`src/rtl/uart_cmd_decoder.sv`:
```
// UART byte-stream command decoder driving a register-file port.
// Define UART_CMD_TIMEOUT_EN to abort stalled frames after TIMEOUT_CYCLES.
module uart_cmd_decoder #(
  parameter int DATA_WIDTH     = 8,
  parameter int ADDR_WIDTH     = 4,
  parameter int TIMEOUT_CYCLES = 1024
) (
  input  logic                  clk,
  input  logic                  rst,
  input  logic [DATA_WIDTH-1:0] rx_p_data,
  input  logic                  rx_d_vld,
  output logic                  wr_en,
  output logic                  rd_en,
  output logic [ADDR_WIDTH-1:0] addr,
  output logic [DATA_WIDTH-1:0] wr_data,
  input  logic [DATA_WIDTH-1:0] rd_data,
  input  logic                  rd_data_vld,
  output logic [DATA_WIDTH-1:0] tx_p_data,
  output logic                  tx_d_vld,
  input  logic                  tx_busy,
  output logic                  frame_err
);

  localparam logic [DATA_WIDTH-1:0] OP_WR = DATA_WIDTH'(8'hAA);
  localparam logic [DATA_WIDTH-1:0] OP_RD = DATA_WIDTH'(8'hBB);

  typedef enum logic [2:0] {
    S_IDLE,
    S_WR_ADDR,
    S_WR_DATA,
    S_RD_ADDR,
    S_RD_WAIT,
    S_TX_SEND
  } state_e;

  state_e                state_q, state_d;
  logic [ADDR_WIDTH-1:0] addr_q, addr_d;
  logic [DATA_WIDTH-1:0] wr_data_q, wr_data_d;
  logic [DATA_WIDTH-1:0] tx_p_data_q, tx_p_data_d;
  logic                  wr_en_q, wr_en_d;
  logic                  rd_en_q, rd_en_d;
  logic                  tx_d_vld_q, tx_d_vld_d;
  logic                  err_q, err_d;
  logic                  acc;

`ifdef UART_CMD_TIMEOUT_EN
  localparam int CW = $clog2(TIMEOUT_CYCLES + 1);
  localparam logic [CW-1:0] TO_LAST = CW'(TIMEOUT_CYCLES - 1);
  localparam logic [CW-1:0] CNT_MAX = '1;
  logic [CW-1:0] cnt_q, cnt_d;
  logic          timed;
`else
  logic unused_timeout;
  assign unused_timeout = (TIMEOUT_CYCLES > 1);
`endif

  always_comb begin
    state_d     = state_q;
    addr_d      = addr_q;
    wr_data_d   = wr_data_q;
    tx_p_data_d = tx_p_data_q;
    wr_en_d     = 1'b0;
    rd_en_d     = 1'b0;
    tx_d_vld_d  = 1'b0;
    err_d       = 1'b0;
    acc         = 1'b0;
    unique case (state_q)
      S_IDLE: if (rx_d_vld) begin
        acc = 1'b1;
        if (rx_p_data == OP_WR)      state_d = S_WR_ADDR;
        else if (rx_p_data == OP_RD) state_d = S_RD_ADDR;
        else                         err_d   = 1'b1;
      end
      S_WR_ADDR: if (rx_d_vld) begin
        acc     = 1'b1;
        addr_d  = rx_p_data[ADDR_WIDTH-1:0];
        state_d = S_WR_DATA;
      end
      S_WR_DATA: if (rx_d_vld) begin
        acc       = 1'b1;
        wr_data_d = rx_p_data;
        wr_en_d   = 1'b1;
        state_d   = S_IDLE;
      end
      S_RD_ADDR: if (rx_d_vld) begin
        acc     = 1'b1;
        addr_d  = rx_p_data[ADDR_WIDTH-1:0];
        rd_en_d = 1'b1;
        state_d = S_RD_WAIT;
      end
      // Bytes arriving while a read is in flight are overruns.
      S_RD_WAIT: begin
        err_d = rx_d_vld;
        if (rd_data_vld) begin
          tx_p_data_d = rd_data;
          state_d     = S_TX_SEND;
        end
      end
      S_TX_SEND: begin
        err_d = rx_d_vld;
        if (!tx_busy) begin
          tx_d_vld_d = 1'b1;
          state_d    = S_IDLE;
        end
      end
      default: state_d = S_IDLE;
    endcase

`ifdef UART_CMD_TIMEOUT_EN
    timed = state_q inside {S_WR_ADDR, S_WR_DATA, S_RD_ADDR, S_RD_WAIT};
    cnt_d = '0;
    if (timed && !acc && state_d == state_q) begin
      if (cnt_q == TO_LAST) begin
        state_d = S_IDLE;
        err_d   = 1'b1;
      end else if (cnt_q != CNT_MAX) begin
        cnt_d = cnt_q + 1'b1;
      end
    end
`endif
  end

  always_ff @(posedge clk or negedge rst) begin
    if (!rst) begin
      state_q     <= S_IDLE;
      addr_q      <= '0;
      wr_data_q   <= '0;
      tx_p_data_q <= '0;
      wr_en_q     <= 1'b0;
      rd_en_q     <= 1'b0;
      tx_d_vld_q  <= 1'b0;
      err_q       <= 1'b0;
    end else begin
      state_q     <= state_d;
      addr_q      <= addr_d;
      wr_data_q   <= wr_data_d;
      tx_p_data_q <= tx_p_data_d;
      wr_en_q     <= wr_en_d;
      rd_en_q     <= rd_en_d;
      tx_d_vld_q  <= tx_d_vld_d;
      err_q       <= err_d;
    end
  end

`ifdef UART_CMD_TIMEOUT_EN
  always_ff @(posedge clk or negedge rst) begin
    if (!rst) cnt_q <= '0;
    else      cnt_q <= cnt_d;
  end
`endif

  assign wr_en     = wr_en_q;
  assign rd_en     = rd_en_q;
  assign addr      = addr_q;
  assign wr_data   = wr_data_q;
  assign tx_p_data = tx_p_data_q;
  assign tx_d_vld  = tx_d_vld_q;
  assign frame_err = err_q;

endmodule

```
`config.mk`:
```
export PLATFORM = sky130hd
export DESIGN_NAME = uart_cmd_decoder
export DESIGN_NICKNAME = d
export VERILOG_FILES = /design/src/rtl/uart_cmd_decoder.sv
export SDC_FILE = /design/constraint.sdc
export NUM_CORES = 1
export LEC_CHECK = 0
export CORE_UTILIZATION = 30
export DETAILED_ROUTE_END_ITERATION = 10
export SLEW_MARGIN = 20
export SYNTH_ARGS = -nofsm -noshare
export SYNTH_HDL_FRONTEND = slang
export SYNTH_SLANG_ARGS = --single-unit
```
`constraint.sdc`:
```
create_clock -name clk -period 1.4 [get_ports clk]
set_clock_uncertainty 0.2 [all_clocks]
set_input_delay 0.14 -clock clk [delete_from_list [all_inputs] [get_ports clk]]
set_output_delay 0.14 -clock clk [all_outputs]
set_load 0.02 [all_outputs]
```
Yosys cells after proc, flatten, opt, wreduce, memory -nomap -nowiden
Cells that the tools add are included.
- equality and inequality tests: 14
- reductions and logical operators: 7
- multiplexer cells: 18
- operators with widths (operator ; count):
    $mux W3 ; 8
    $pmux W3 S6 ; 1
    $eq A8 B8 Y1 const B ; 2
    $ne A2 B2 Y1 const B ; 6
    $mux W1 ; 8
    $reduce_and A7 Y1 ; 1
    $eq A3 B2 Y1 const B ; 2
    $eq A3 B3 Y1 const B ; 2
    $reduce_and A2 Y1 ; 3
    $reduce_or A2 Y1 ; 2
    $eq A3 B1 Y1 const B ; 1
    $logic_not A3 Y1 ; 1
    $ne A3 B3 Y1 const B ; 1
    $pmux W1 S2 ; 1
- word-level logic and storage cells: 47
- bits in registers: 27

Longest topological paths before layout
- depth after elaboration: 5
- mapped depth: 5
- gate-level depth less buffers: 3

Least setup slack after synthesis
Ideal clock, no wire load.
- kind: register -> register
- start: register state_q[1]
- end: register tx_p_data_q[0] (netlist: tx_p_data[0])
- data arrival time: 1247 ps
- setup slack: -171 ps
- buffers on the path: 0
- library setup time: 125 ps
- period minus slack after synthesis: 1571 ps
- cell stages (with the launch flop): 4
- cell sequence: dfrtp_1 nand2b_4 nor3b_4 mux2_2
- longest elaborated chain between the ends: 2
- RTL lines (item ; line ; source):
    start: declaration ; 36 ; state_e state_q, state_d;
    start signal: assignment ; 134 ; state_q <= state_d;
    $eq A3 B3 Y1 ; 67 ; unique case (state_q)
    $reduce_and A2 Y1 (no source line) ; n/a ;
    end signal: assignment ; 137 ; tx_p_data_q <= tx_p_data_d;
    end: declaration ; 39 ; logic [DATA_WIDTH-1:0] tx_p_data_q, tx_p_data_d;
No other way between the ends.
A chain may end at the register's enable or synchronous reset.

Worst setup path after layout
- start: register state_q[1]
- end: register tx_p_data_q[2] (netlist: tx_p_data[2])
Same word-level chain as after synthesis.

==> key figures <==
Yosys
  • Post-Synthesis Cells: 75
  • Register area share after synthesis: 0.614
  • Cell taking the most area after synthesis: dfrtp_1
  • Number of flops mapped to enable cells by yosys: 0
  • Synth area leaders: dfrtp_1 (61%), mux2_2 (19%), nor3b_4 (1.7%), buf_4 (1.4%), nand2b_4 (1.3%)
  • Syn_area_per_cell: 14.7 um2
  • Ys Warns: 0
  • Top-count cell post-synth: dfrtp_1
  • Async S/R FF share, synth: 1.00
  • Most used flip-flop cell after synthesis: dfrtp_1
  • Synth cell types: 26
  • Syn_nets: 96
  • Yosys top cell area share: 0.614
  • Synth top cells by count: dfrtp_1 (27), mux2_2 (19), nor2_1 (3)
  • #FFs+latches synth: 27
  • Post-synthesis instance area: 1100 um2

Finish
  • Layout Utilization: 0.557
  • Layout cell share with drive strength beyond 1: 0.561
  • Layout area overhead: 72.9%
  • Diode count: 0
  • Sequential cell area: 677 um2
  • # fillers: 300
  • Cell area after layout: 1900 um2
  • Multi-input gate area: 519 um2
  • Fin nets: 170
  • Non-Filler Instances: 194

Setup path
  • Max incr delay on CP: 0.40 ns
  • Critical path arrival: 1.58 ns
  • Critical Setup Path Class: reg2reg
  • Worst path slowest cell: dfrtp_1
  • Worst r2r src: state_q[1]
  • Crit path required time: 1.43 ns
  • CP startpoint: state_q[1]
  • Worst Setup Start Kind: flip-flop
  • Worst-path cell chain: nand2b_4 -> nor3b_4 -> buf_12 -> mux2_4
  • Largest fanout on the critical path: 8
  • Crit end category: flip-flop

STA
  • Final setup margin: -0.153 ns
  • Worst Max-Slew Pin Slew: 0.242 ns
  • Slew HR: 0.838
  • Final cycle utilization of the critical path: 1.11
  • Fin crit period: 1.55 ns
  • Setup TNS: -2.33 ns
  • Hold Slack: 0.214 ns
  • Final setup violation count: 17
  • RSZ-0062 raised after global routing: true
  • Fin. max-slew vios: 0
  • Fmax: 644 MHz
  • Final Hold Fails: 0

Global route
  • Vias in the first global route: 888
  • Grt total ovfl: 0
  • Initial antenna violation count: 0
  • Total track usage: 0.143
  • First-pass GRT wire length: 4220 um
  • Largest net degree at the start of global routing: 28

Detailed routing
  • Vias per inst: 4.58
  • Wire per inst: 14.3 um
  • Via count: 889
  • 1st-pass router iterations: 4
  • Antenna-violating nets left: 0
  • Final wirelength: 2770 um
  • # DRC: 0
  • Initial DRC count: 15

Pwr
  • Switch share: 0.368
  • Combinational Power Share: 0.548
  • Sequential fraction of design power: 0.358
  • Leak: 0.890 nW
  • Int Power: 2.31 mW
  • Worst vdd ir: 716 uV
  • Clk network pwr share: 0.094
  • PwrDens: 1920 nW/um2
  • Final Power: 3.65 mW
  • Sw Pwr: 1.34 mW

Clock tree
  • TritonCTS Buffers: 3
  • Clock tree root buffer cell: clkbuf_4
  • CTS tree: built
  • Clock latency at the later pin of the worst-skew pair: 0.33 ns
  • Clock Sinks: 27
  • H-tree levels: 1
  • Clock Pin Slew Worst Setup and Hold Paths: 0.14 ns
  • Worst-case clock buffer depth: 2

Floorplanning
  • Initial Utilization: 0.322
  • Site row count: 21
  • I/O pin total: 45
  • Die Span Y: 62.5 um
  • Die footprint: 3910 um2
  • Core Region: 3420 um2
  • Die width: 62.5 um

Placement
  • PortBufs: 44
  • Post-Place Cell Area: 1810 um2
  • Placed Cells incl. Taps: 184
  • HPWL Detailed: 1840 um
  • Gpl congestion: 0.727
  • Worst slack at placement: -0.287 ns

Job
  • Max-Cap Viols: 0

Status
  • Status: complete, but fails checks
  • Violated checks: setup timing

Min path
  • HP Start: rd_data[6]
  • Hold/Removal Path Class: in2reg
-- flip-flops by register name (all words and copies together), names as in the netlist --
signal	flops
rd_en	1
tx_d_vld	1
wr_data	8
frame_err	1
tx_p_data	8
wr_en	1
addr	4
state_q	3
-- layer usage --
layer  vias to the layer above  routed length (um)  global-route usage
met5                         -                   0                   0
li1                        415                   -                   -
met2                        40                1260               0.226
met3                         4                 169              0.0401
met1                       430                1300               0.175
met4                         0                  46              0.0785
-- cell usage in the layout, fill, tap and decap left out, types with 2 or more instances in the layout --
cell type	count
buf_12	3
buf_4	21
clkbuf_2	19
clkbuf_4	3
clkdlybuf4s15_1	4
clkdlybuf4s50_1	20
dfrtp_1	26
inv_2	2
mux2_4	20
nor2_1	3
-- final cells by class --
class / count / share of cell area
flip-flops and latches: 27 / 0.356
inverters: 3 / 0.00724
clock buffers: 4 / 0.0138
repair buffers: 71 / 0.320
multi-input cells: 43 / 0.273
well taps: 46 / 0.0303
-- critical path: cells and delay by family, from the launching register on --
family | cells | cell delay (ns)
and+or+nand+nor | 2 | 0.38
muxes | 1 | 0.30
buffers and inverters | 1 | 0.16
DFF | 1 | 0.40
-- power groups by stage --
| stage | combinational (mW) | sequential, mW | clock, mW |
|---|---|---|---|
| floorplan | 0.644 | 1.65 | 0 |
| global placement | 1.93 | 1.31 | 0 |
| CTS | 1.88 | 1.30 | 0.352 |
| detailed placement | 1.95 | 1.31 | 0 |
| global route | 2.12 | 1.35 | 0.397 |
| finish | 2.00 | 1.31 | 0.344 |
-- cells by family after synthesis --
logic type | share of synthesized area
AOI/OAI and AO/OA | 0.0432
xor gates and xnor gates | 0.00797
buffers and inverters | 0.0239
DFF | 0.614
muxes | 0.214
and+or+nand+nor | 0.0967
-- path summary, 6_finish.rpt --
kind | end | slack (ns) | cells past startpoint
setup / recovery | tx_p_data[2] | -0.15 | 4
hold / removal | tx_p_data[6] | 0.21 | 2
setup reg to reg | tx_p_data[2] | -0.15 | 4
hold reg to reg | addr[2] | 0.33 | 1
max in group asynchronous | state_q[0] | 0.34 | 3
min in group asynchronous | tx_p_data[7] | 0.49 | 3
-- timing repair --
action / 4_1_cts / 5_1_grt
endpoints found under the hold margin: 27 / 0
hold buffers: 1 / 0
resized for setup: 42 / 49
buffers inserted: 2 / 2
pin swaps: 1 / 6
setup endpoints to repair: 49 / 46
gates cloned: 0 / 1
Note: power is estimated with default switching activity, not from simulation.
